**config.mk**
```make
export PLATFORM = sky130hd
export DESIGN_NAME = fetch
export DESIGN_NICKNAME = d
export VERILOG_FILES = /design/src/rtl/fetch.sv
export SDC_FILE = /design/constraint.sdc
export NUM_CORES = 1
export LEC_CHECK = 0
export BUFFER_PORTS_ARGS = -buffer_cell sky130_fd_sc_hd__buf_2
export CORE_MARGIN = 2
export CORE_UTILIZATION = 29
export DETAILED_ROUTE_END_ITERATION = 8
export RECOVER_POWER = 50
export SLEW_MARGIN = 25
export SYNTH_ARGS = -nofsm -noshare
export SYNTH_HDL_FRONTEND = slang
export SYNTH_SLANG_ARGS = --single-unit
```
**constraint.sdc**
```tcl
create_clock -name clk -period 7.55 [get_ports clk]
set_input_delay 0.755 -clock clk [delete_from_list [all_inputs] [get_ports clk]]
set_output_delay 0.755 -clock clk [all_outputs]
set_load 0.02 [all_outputs]
```
**src/rtl/fetch.sv**
```systemverilog
// Instruction fetch stage: drives a single-cycle-response instruction memory and feeds decode
// through a registered output stage backed by a one-entry skid buffer, with branch redirect.
module fetch #(
    parameter int                      ADDRESS_SIZE = 32,
    parameter logic [ADDRESS_SIZE-1:0] RESET_PC     = '0
) (
    input  logic                    clk,
    input  logic                    reset,
    input  logic                    stall,
    input  logic                    branch_taken,
    input  logic [ADDRESS_SIZE-1:0] branch_target,
    output logic                    mem_req,
    output logic [ADDRESS_SIZE-1:0] mem_addr,
    input  logic                    mem_ready,
    input  logic [ADDRESS_SIZE-1:0] mem_data,
    output logic [ADDRESS_SIZE-1:0] instruction,
    output logic [ADDRESS_SIZE-1:0] pc_out,
    output logic                    valid,
    output logic [1:0]              fsm_state
);

    // Handshake: a memory transfer happens on an edge where mem_req=1 and mem_ready=1;
    // the output is consumed on an edge where valid=1 and stall=0.
    typedef enum logic [1:0] {
        IDLE  = 2'd0,
        FETCH = 2'd1,
        HOLD  = 2'd2,
        DRAIN = 2'd3
    } state_t;

    state_t                  state, state_n;
    logic [ADDRESS_SIZE-1:0] pc, pc_n;
    logic [ADDRESS_SIZE-1:0] target, target_n;
    logic [ADDRESS_SIZE-1:0] instr_n, pc_out_n;
    logic                    valid_n;
    logic [ADDRESS_SIZE-1:0] skid_data, skid_data_n;
    logic [ADDRESS_SIZE-1:0] skid_pc, skid_pc_n;
    logic                    skid_valid, skid_valid_n;

    logic                    fetch_ret;
    logic                    consumed;
    logic                    out_free;
    logic [ADDRESS_SIZE-1:0] br_aligned;
    logic [ADDRESS_SIZE-1:0] pc_inc;

    assign fsm_state  = state;
    assign br_aligned = branch_target & ~ADDRESS_SIZE'(3);
    assign pc_inc     = pc + ADDRESS_SIZE'(4);
    assign fetch_ret  = (state == FETCH) && mem_ready;
    assign consumed   = valid && !stall;
    assign out_free   = !valid || consumed;

    // pc is left untouched while draining so mem_addr keeps presenting the outstanding address.
    assign mem_req  = (state == FETCH) || (state == DRAIN);
    assign mem_addr = pc;

    always_comb begin
        state_n      = state;
        pc_n         = pc;
        target_n     = target;
        instr_n      = instruction;
        pc_out_n     = pc_out;
        valid_n      = valid;
        skid_data_n  = skid_data;
        skid_pc_n    = skid_pc;
        skid_valid_n = skid_valid;

        if (branch_taken) begin
            valid_n      = 1'b0;
            instr_n      = '0;
            skid_valid_n = 1'b0;
            case (state)
                FETCH: begin
                    if (mem_ready) begin
                        pc_n = br_aligned;
                    end else begin
                        target_n = br_aligned;
                        state_n  = DRAIN;
                    end
                end
                DRAIN: begin
                    if (mem_ready) begin
                        pc_n    = br_aligned;
                        state_n = FETCH;
                    end else begin
                        target_n = br_aligned;
                    end
                end
                default: begin
                    pc_n    = br_aligned;
                    state_n = FETCH;
                end
            endcase
        end else begin
            if (out_free) begin
                if (skid_valid) begin
                    instr_n      = skid_data;
                    pc_out_n     = skid_pc;
                    valid_n      = 1'b1;
                    skid_valid_n = fetch_ret;
                    if (fetch_ret) begin
                        skid_data_n = mem_data;
                        skid_pc_n   = pc;
                    end
                end else if (fetch_ret) begin
                    instr_n  = mem_data;
                    pc_out_n = pc;
                    valid_n  = 1'b1;
                end else begin
                    instr_n = '0;
                    valid_n = 1'b0;
                end
            end else if (fetch_ret) begin
                skid_data_n  = mem_data;
                skid_pc_n    = pc;
                skid_valid_n = 1'b1;
            end

            case (state)
                IDLE: state_n = FETCH;
                FETCH: begin
                    if (mem_ready) begin
                        pc_n = pc_inc;
                        if (valid_n && skid_valid_n) state_n = HOLD;
                    end
                end
                HOLD: begin
                    if (consumed) state_n = FETCH;
                end
                DRAIN: begin
                    if (mem_ready) begin
                        pc_n    = target;
                        state_n = FETCH;
                    end
                end
                default: state_n = IDLE;
            endcase
        end
    end

    always_ff @(posedge clk or posedge reset) begin
        if (reset) begin
            state       <= IDLE;
            pc          <= RESET_PC;
            target      <= RESET_PC;
            instruction <= '0;
            pc_out      <= '0;
            valid       <= 1'b0;
            skid_data   <= '0;
            skid_pc     <= '0;
            skid_valid  <= 1'b0;
        end else begin
            state       <= state_n;
            pc          <= pc_n;
            target      <= target_n;
            instruction <= instr_n;
            pc_out      <= pc_out_n;
            valid       <= valid_n;
            skid_data   <= skid_data_n;
            skid_pc     <= skid_pc_n;
            skid_valid  <= skid_valid_n;
        end
    end

endmodule

```
==> impl_metrics.prom, run 1 <==
# TYPE chip_impl_metric gauge
chip_impl_info{name="status",value="finished, violations left"} 1
chip_impl_info{name="failed_checks",value="capacitance limit, slew limit"} 1
chip_impl_info{name="final_cell_mix",value="sky130_fd_sc_hd__dfrtp_1 (188), sky130_fd_sc_hd__nand2_1 (108), sky130_fd_sc_hd__o21ai_0 (101)"} 1
chip_impl_metric{name="design.core.area",unit="um2"} 29640
chip_impl_info{name="hold_path_class",value="flip-flop to flip-flop"} 1
chip_impl_metric{name="drt-pass1-iter-count",unit=""} 5
chip_impl_metric{name="clock_tree.buffer_depth",unit=""} 2
chip_impl_metric{name="area_growth_from_synthesis_to_layout",unit="%"} 18.32
chip_impl_info{name="timing.setup.critical_path_class",value="flip-flop to flip-flop"} 1
chip_impl_metric{name="cts_hold_buffers",unit=""} 0
chip_impl_metric{name="postCtsSetupRepairBufs",unit=""} 0
chip_impl_metric{name="final.setup_skew",unit="ns"} 0.01498
chip_impl_metric{name="max_freq",unit="MHz"} 199.1
chip_impl_metric{name="cellInternalPower",unit="mW"} 2.012
chip_impl_metric{name="worstSkewPairLatency",unit="ns"} 0.44
chip_impl_metric{name="power.density_cell_area",unit="nW/um2"} 284.9
chip_impl_metric{name="total_switching_power",unit="uW"} 934.9
chip_impl_metric{name="whs_path_depth",unit=""} 2
chip_impl_metric{name="die_boundary_height",unit="um"} 177.6
chip_impl_metric{name="layout-drive-gt1-share",unit=""} 0.2234
chip_impl_metric{name="cts_max_level",unit=""} 4
chip_impl_metric{name="power_frac_clock",unit=""} 0.328
chip_impl_metric{name="ys_async_sr_fraction",unit=""} 1.000
chip_impl_metric{name="report.final.setup_viol",unit=""} 0
chip_impl_metric{name="initialDrtViolationCount",unit=""} 497
chip_impl_metric{name="boundaryPins",unit=""} 169
chip_impl_metric{name="ant_nets",unit=""} 0
chip_impl_metric{name="cts.repair.resized",unit=""} 0
chip_impl_metric{name="antenna_found_initial",unit=""} 0
chip_impl_metric{name="yosys_warnings",unit=""} 0
chip_impl_metric{name="final-max-slew-violation-count",unit=""} 99
chip_impl_info{name="ys.flop_type",value="sky130_fd_sc_hd__dfrtp_1"} 1
chip_impl_metric{name="placementRows",unit=""} 63
chip_impl_metric{name="die-area",unit="um2"} 31550
chip_impl_metric{name="stdcell_count",unit=""} 1348
chip_impl_metric{name="synth_enable_flop_cells",unit=""} 0
chip_impl_info{name="synth_area_leader_cell",value="sky130_fd_sc_hd__dfrtp_1"} 1
chip_impl_info{name="crit_path_end_kind",value="flip-flop"} 1
chip_impl_metric{name="overflow",unit=""} 0
chip_impl_info{name="synthTopCellsByArea",value="sky130_fd_sc_hd__dfrtp_1 (54%), sky130_fd_sc_hd__mux2_2 (11%), sky130_fd_sc_hd__o21ai_0 (5.8%)"} 1
chip_impl_metric{name="syn-instance-count",unit=""} 819
chip_impl_metric{name="worst-r2r-cell-count",unit=""} 4
chip_impl_metric{name="post-route-period-util",unit=""} 0.6651
chip_impl_metric{name="grt_pass1_vias",unit=""} 6480
chip_impl_metric{name="grt_max_degree",unit=""} 119
chip_impl_info{name="root_buffer",value="sky130_fd_sc_hd__clkbuf_16"} 1
chip_impl_metric{name="detail_route.drc_violations",unit=""} 0
chip_impl_metric{name="yosys.area.top_type_share",unit=""} 0.5382
chip_impl_metric{name="worst_slew_pin_slew",unit="ns"} 3.218
chip_impl_info{name="crit_chain",value="o21ai_1, nor2_4, buf_4, mux2_2"} 1
chip_impl_metric{name="design.final.nets",unit=""} 1017
chip_impl_metric{name="detailedPlacementHpwl",unit="um"} 15400
chip_impl_info{name="critPathTopFamily",value="flip-flops"} 1
chip_impl_metric{name="power_switching_share",unit=""} 0.3172
chip_impl_metric{name="portBuffers",unit=""} 162
chip_impl_metric{name="timing_hold_violations_final",unit=""} 0
chip_impl_metric{name="route.vias.total",unit=""} 6735
chip_impl_metric{name="insertedDiodeCount",unit=""} 0
chip_impl_metric{name="worst_ep_required_time",unit="ns"} 7.86
chip_impl_metric{name="power.leakage",unit="nW"} 4.354
chip_impl_info{name="worst_path_max_delay_cell",value="sky130_fd_sc_hd__dfrtp_1"} 1
chip_impl_metric{name="routedWlPerCell",unit="um"} 17.87
chip_impl_metric{name="globalplace.congestion",unit=""} 0.7845
chip_impl_metric{name="route.detailed.vias_per_inst",unit=""} 4.996
chip_impl_metric{name="post_synthesis_average_cell_area",unit="um2"} 10.67
chip_impl_metric{name="floorplan.die.width",unit="um"} 177.6
chip_impl_metric{name="timing.max_slew.rel_slack",unit=""} -1.145
chip_impl_info{name="rsz0062_at_grt",value="no"} 1
chip_impl_info{name="final_common_cell",value="sky130_fd_sc_hd__dfrtp_1"} 1
chip_impl_metric{name="clk_pin_slew_worst_paths",unit="ns"} 0.07
chip_impl_metric{name="post_synthesis_register_bit_count",unit=""} 188
chip_impl_info{name="critical_path.startpoint_type",value="flip-flop"} 1
chip_impl_metric{name="effective_utilization_at_floorplan",unit=""} 0.2949
chip_impl_metric{name="critical_path.n_buffers_inverters",unit=""} 1
chip_impl_metric{name="synthesis.area",unit="um2"} 8741
chip_impl_metric{name="pwr-share-comb",unit=""} 0.196
chip_impl_metric{name="path_depth",unit=""} 4
chip_impl_metric{name="grt_first_pass_wirelength",unit="um"} 37490
chip_impl_metric{name="post_place_cells",unit=""} 1318
chip_impl_metric{name="worst-path-max-fanout",unit=""} 67
chip_impl_metric{name="grt_util_all_layers",unit=""} 0.1534
chip_impl_metric{name="max-cap-violations",unit=""} 2
chip_impl_metric{name="clkSinkCount",unit=""} 188
chip_impl_metric{name="vdd_ir_drop_max",unit="mV"} 0.1390
chip_impl_metric{name="cts-buffers-inserted",unit=""} 17
chip_impl_metric{name="synth_seq_area_share",unit=""} 0.5382
chip_impl_metric{name="ys_types",unit=""} 55
chip_impl_metric{name="crit_arrival",unit="ns"} 5.33
chip_impl_info{name="cts_tree",value="yes"} 1
chip_impl_metric{name="detail_route.wirelength",unit="um"} 24090
chip_impl_metric{name="power.share.sequential",unit=""} 0.475
chip_impl_metric{name="cp_slowest_stage_delay",unit="ns"} 2.54
chip_impl_metric{name="finalSetupTns",unit="ns"} 0
chip_impl_metric{name="fillerInstances",unit=""} 3092
chip_impl_metric{name="post-route-min-period",unit="ns"} 5.021
-- through the flow --
step / utilization / power (mW) / hold slack, ns / setup slack, ns / instance area, um2
final: 0.3490 / 2.947 / 0.4783 / 2.529 / 10340
after global routing: 0.3490 / 3.112 / 0.4984 / 2.138 / 10340
after CTS: 0.3528 / 3.002 / 0.4813 / 4.233 / 10460
after detailed placement: 0.3321 / 2.022 / 0.4646 / 4.134 / 9842
after global placement: 0.3320 / 1.999 / 0.4560 / 4.147 / 9841
after floorplan: - / 1.784 / 0.4579 / 1.681 / 8752
-- Yosys cell counts (8+ instances only) --
library cell	count
sky130_fd_sc_hd__a21oi_1	32
sky130_fd_sc_hd__a22oi_1	33
sky130_fd_sc_hd__a31oi_1	8
sky130_fd_sc_hd__and2_1	8
sky130_fd_sc_hd__and3_1	11
sky130_fd_sc_hd__buf_2	16
sky130_fd_sc_hd__buf_4	12
sky130_fd_sc_hd__clkbuf_1	35
sky130_fd_sc_hd__dfrtp_1	188
sky130_fd_sc_hd__inv_1	10
sky130_fd_sc_hd__mux2_2	87
sky130_fd_sc_hd__mux2i_1	30
sky130_fd_sc_hd__nand2_1	108
sky130_fd_sc_hd__nand3_1	21
sky130_fd_sc_hd__nand4_1	9
sky130_fd_sc_hd__nor2_1	23
sky130_fd_sc_hd__nor3_1	13
sky130_fd_sc_hd__o21ai_0	102
-- layer usage --
layer  global-route usage  vias to the layer above  part of all wire
li1                     -                     3184                 -
met1               0.2211                     3329              0.49
met2               0.2251                      204              0.44
met3              0.04756                       18             0.067
met4              0.03245                        0            0.0085
met5                    0                        -                 0
-- area by class of cell --
class / instances / area, um2 / area share
sequential: 188 / 4705 / 0.4549
timing repair buffer: 172 / 774.5 / 0.07489
clock inverter: 13 / 187.7 / 0.01815
clock buffer: 17 / 425.4 / 0.04113
multi-input combinational: 558 / 3717 / 0.3594
tap: 390 / 488.0 / 0.04718
inverter: 10 / 45.04 / 0.004355
-- worst register-to-register path, delay by kind of cell, from the launching register on --
| kind | cells | cell delay (ns) |
|---|---|---|
| muxes | 1 | 0.46 |
| AOI/OAI and AO/OA | 1 | 0.54 |
| DFF | 1 | 2.54 |
| and+or+nand+nor | 1 | 0.75 |
| buffers and inverters | 1 | 0.61 |
-- power groups by stage --
stage | registers (mW) | logic (mW) | clock network [mW]
final | 1.40 | 0.578 | 0.968
after detailed placement | 1.42 | 0.605 | 0
after global placement | 1.40 | 0.594 | 0
after floorplan | 1.46 | 0.322 | 0
after CTS | 1.40 | 0.607 | 0.999
after global routing | 1.43 | 0.640 | 1.04
-- path summary, 6_finish.rpt --
kind                            startpoint              end  slack, ns
max                             skid_valid       skid_pc[4]       2.53
min                        instruction[19]  instruction[19]       0.48
max reg2reg                     skid_valid       skid_pc[4]       2.53
min reg2reg                instruction[19]  instruction[19]       0.48
max in group asynchronous            reset     fsm_state[0]       5.49
min in group asynchronous            reset  instruction[20]       0.51
-- cell families (layout without fill, tap and decap cells) --
| group | after synthesis | after routing | share of synthesized area |
|---|---|---|---|
| xor+xnor | 6 | 6 | 0.006012 |
| flops | 188 | 188 | 0.5382 |
| fa+ha+maj | 1 | 1 | 0.001431 |
| mux | 122 | 122 | 0.1529 |
| other cells | 1 | 4 | 0.0004290 |
| buf+inv | 76 | 212 | 0.04008 |
| simple gates | 215 | 215 | 0.1181 |
| compound gates | 210 | 210 | 0.1429 |
-- sequential cells by signal, summed over array words and instances (netlist names) --
signal,count
instruction,32
skid_data,32
mem_addr,30
pc_out,30
skid_pc,30
target,30
fsm_state,2
skid_valid,1
valid,1
Note: power is estimated with default switching activity, not from simulation.
==> run 2, diff against run 1 <==
==> constraint.sdc (replaced) <==
create_clock -name clk -period 4.2 [get_ports clk]
set_input_delay 0.42 -clock clk [delete_from_list [all_inputs] [get_ports clk]]
set_output_delay 0.42 -clock clk [all_outputs]
set_load 0.02 [all_outputs]
==> run 2 against run 1 <==
The flow still finishes with violations (capacitance limit, slew limit). Clock-buffer cell count increased by 1. Sequential share of layout area decreased by 0.25 points. First-iteration DRC count decreased by 8.9%. Critical endpoint is now skid_data[17]. Hold slack got worse by 0.26 ns. Sequential cell count unchanged. Global-route usage about the same. Critical path depth increased by 2. Final cell count increased by 0.67%. Die area unchanged. Routed wire length decreased by 0.43%. Final area increased by 0.64%.
==> impl_metrics.prom, run 2 (synthesis gave the netlist of run 1 again) <==
# TYPE chip_impl_metric gauge
chip_impl_metric{name="grt_pass1_vias",unit=""} 6533
chip_impl_metric{name="globalplace.congestion",unit=""} 0.7977
chip_impl_metric{name="grt_util_all_layers",unit=""} 0.1538
chip_impl_metric{name="design.core.area",unit="um2"} 29640
chip_impl_info{name="crit_chain",value="nand2_1, nor2_1, o21ai_1, nor2_4, buf_12, mux2_2"} 1
chip_impl_metric{name="post_place_cells",unit=""} 1325
chip_impl_metric{name="post-route-min-period",unit="ns"} 2.552
chip_impl_info{name="hold_path_class",value="input port to flip-flop"} 1
chip_impl_metric{name="overflow",unit=""} 0
chip_impl_info{name="status",value="finished, violations left"} 1
chip_impl_metric{name="crit_arrival",unit="ns"} 2.87
chip_impl_metric{name="insertedDiodeCount",unit=""} 0
chip_impl_metric{name="antenna_found_initial",unit=""} 0
chip_impl_metric{name="final.setup_skew",unit="ns"} 0.01215
chip_impl_metric{name="initialDrtViolationCount",unit=""} 453
chip_impl_info{name="largestRegisters",value="instruction (32), skid_data (32)"} 1
chip_impl_metric{name="total_switching_power",unit="mW"} 1.714
chip_impl_metric{name="power_frac_clock",unit=""} 0.307
chip_impl_metric{name="detail_route.wirelength",unit="um"} 23990
chip_impl_metric{name="worst-path-max-fanout",unit=""} 48
chip_impl_info{name="cts_tree",value="yes"} 1
chip_impl_metric{name="routedWlPerCell",unit="um"} 17.68
chip_impl_info{name="rsz0062_at_grt",value="no"} 1
chip_impl_metric{name="report.final.setup_viol",unit=""} 0
chip_impl_metric{name="route.vias.total",unit=""} 6813
chip_impl_metric{name="cts.repair.resized",unit=""} 0
chip_impl_info{name="final_cell_mix",value="sky130_fd_sc_hd__dfrtp_1 (187), sky130_fd_sc_hd__buf_2 (114), sky130_fd_sc_hd__nand2_1 (108)"} 1
chip_impl_metric{name="power_switching_share",unit=""} 0.3327
chip_impl_metric{name="die_boundary_height",unit="um"} 177.6
chip_impl_metric{name="cp_slowest_stage_delay",unit="ns"} 0.52
chip_impl_metric{name="detailedPlacementHpwl",unit="um"} 15830
chip_impl_metric{name="clock_tree.buffer_depth",unit=""} 2
chip_impl_metric{name="detail_route.drc_violations",unit=""} 0
chip_impl_metric{name="design.final.nets",unit=""} 1024
chip_impl_info{name="crit_path_end_kind",value="flip-flop"} 1
chip_impl_metric{name="power.density_cell_area",unit="nW/um2"} 495.0
chip_impl_metric{name="dpl_cell_area",unit="um2"} 9915
chip_impl_metric{name="power.share.sequential",unit=""} 0.487
chip_impl_metric{name="worstSkewPairLatency",unit="ns"} 0.44
chip_impl_metric{name="finalWorstSetupSlack",unit="ns"} 1.648
chip_impl_metric{name="clk_pin_slew_worst_paths",unit="ns"} 0.08
chip_impl_metric{name="cts_max_level",unit=""} 4
chip_impl_metric{name="finalSetupTns",unit="ns"} 0
chip_impl_info{name="critical_path.startpoint_type",value="flip-flop"} 1
chip_impl_metric{name="grt_first_pass_wirelength",unit="um"} 37400
chip_impl_metric{name="cellInternalPower",unit="mW"} 3.438
chip_impl_metric{name="max-cap-violations",unit=""} 2
chip_impl_metric{name="fillerInstances",unit=""} 3037
chip_impl_metric{name="boundaryPins",unit=""} 169
chip_impl_metric{name="floorplan.die.width",unit="um"} 177.6
chip_impl_metric{name="cts-buffers-inserted",unit=""} 17
chip_impl_metric{name="final_design_area_no_fill",unit="um2"} 10410
chip_impl_metric{name="ant_nets",unit=""} 0
chip_impl_metric{name="area_growth_from_synthesis_to_layout",unit="%"} 19.08
chip_impl_metric{name="postCtsSetupRepairBufs",unit=""} 0
chip_impl_info{name="worst_path_max_delay_cell",value="sky130_fd_sc_hd__dfrtp_1"} 1
chip_impl_metric{name="clkSinkCount",unit=""} 188
chip_impl_metric{name="stdcell_count",unit=""} 1357
chip_impl_metric{name="portBuffers",unit=""} 162
chip_impl_metric{name="placementRows",unit=""} 63
chip_impl_info{name="root_buffer",value="sky130_fd_sc_hd__clkbuf_16"} 1
chip_impl_info{name="final_common_cell",value="sky130_fd_sc_hd__dfrtp_1"} 1
chip_impl_metric{name="effective_utilization_at_floorplan",unit=""} 0.2949
chip_impl_metric{name="die-area",unit="um2"} 31550
chip_impl_metric{name="power.leakage",unit="nW"} 4.496
chip_impl_metric{name="post-route-period-util",unit=""} 0.6076
chip_impl_info{name="failed_checks",value="capacitance limit, slew limit"} 1
chip_impl_metric{name="post-place-ws",unit="ns"} 1.654
chip_impl_metric{name="cts_hold_buffers",unit=""} 0
chip_impl_metric{name="pwr-share-comb",unit=""} 0.206
chip_impl_metric{name="route.detailed.vias_per_inst",unit=""} 5.021
chip_impl_metric{name="timing.max_slew.rel_slack",unit=""} -0.1304
chip_impl_metric{name="grt_max_degree",unit=""} 84
chip_impl_metric{name="worst_ep_required_time",unit="ns"} 4.51
chip_impl_info{name="timing.setup.critical_path_class",value="flip-flop to flip-flop"} 1
chip_impl_metric{name="vdd_ir_drop_max",unit="mV"} 0.2686
chip_impl_metric{name="timing_hold_violations_final",unit=""} 0
chip_impl_metric{name="final-max-slew-violation-count",unit=""} 66
chip_impl_metric{name="layout-drive-gt1-share",unit=""} 0.2699
chip_impl_metric{name="drt-pass1-iter-count",unit=""} 5
chip_impl_metric{name="worst_slew_pin_slew",unit="ns"} 1.686
chip_impl_metric{name="max_freq",unit="MHz"} 391.9
==> run 2: metal layers <==
metal / routed length [um] / part of all wire / vias to the layer above / track usage
li1: - / - / 3186 / -
met1: 11870 / 0.50 / 3392 / 0.2258
met2: 10420 / 0.43 / 203 / 0.2253
met3: 1350 / 0.056 / 32 / 0.03642
met4: 342 / 0.014 / 0 / 0.04098
met5: 0 / 0 / - / 0
==> run 2: path summary, 6_finish.rpt <==
path / startpoint / to / slack [ns] / cells after the start
worst max-delay path: fsm_state[0] / skid_data[17] / 1.65 / 6
worst max register to register: fsm_state[0] / skid_data[17] / 1.65 / 6
worst min register to register: instruction[8] / instruction[8] / 0.48 / 2
min in group asynchronous: reset / instruction[23] / 0.39 / 2
worst min-delay path: branch_target[7] / target[7] / 0.22 / 2
max in group asynchronous: reset / skid_pc[9] / 1.77 / 3
==> run 2: critical path: cells and delay by family (launching register included) <==
family	cells	cell delay [ns]
and+or+nand+nor	3	0.93
DFF	1	0.52
muxes	1	0.38
buffers and inverters	1	0.34
AOI/OAI and AO/OA	1	0.21
==> run 2: area by class of cell <==
class / count / area, um2 / share of cell area
Sequential cell: 188 / 4708 / 0.4523
Clock buffer: 18 / 439.2 / 0.04219
Tap cell: 390 / 488.0 / 0.04688
Multi-Input combinational cell: 558 / 3715 / 0.3569
Timing Repair Buffer: 179 / 897.1 / 0.08619
Clock inverter: 14 / 122.6 / 0.01178
Inverter: 10 / 38.79 / 0.003726
==> run 2: through the flow <==
stage               hold WS, ns  power [mW]    util
floorplan                0.4579       3.207       -
global placement         0.4564       3.599  0.3345
detailed placement       0.4650       3.642  0.3345
CTS                      0.1552       5.246  0.3535
global route             0.2105       5.448  0.3512
finish                   0.2212       5.153  0.3512
==> run 2: power by group through the flow <==
stage                     combinational [mW]  sequential, mW  clock [mW]
after floorplan                        0.579            2.63           0
after global placement                  1.08            2.52           0
after detailed placement                1.10            2.55           0
after CTS                               1.10            2.51        1.64
after global routing                    1.18            2.57        1.70
final                                   1.06            2.51        1.58
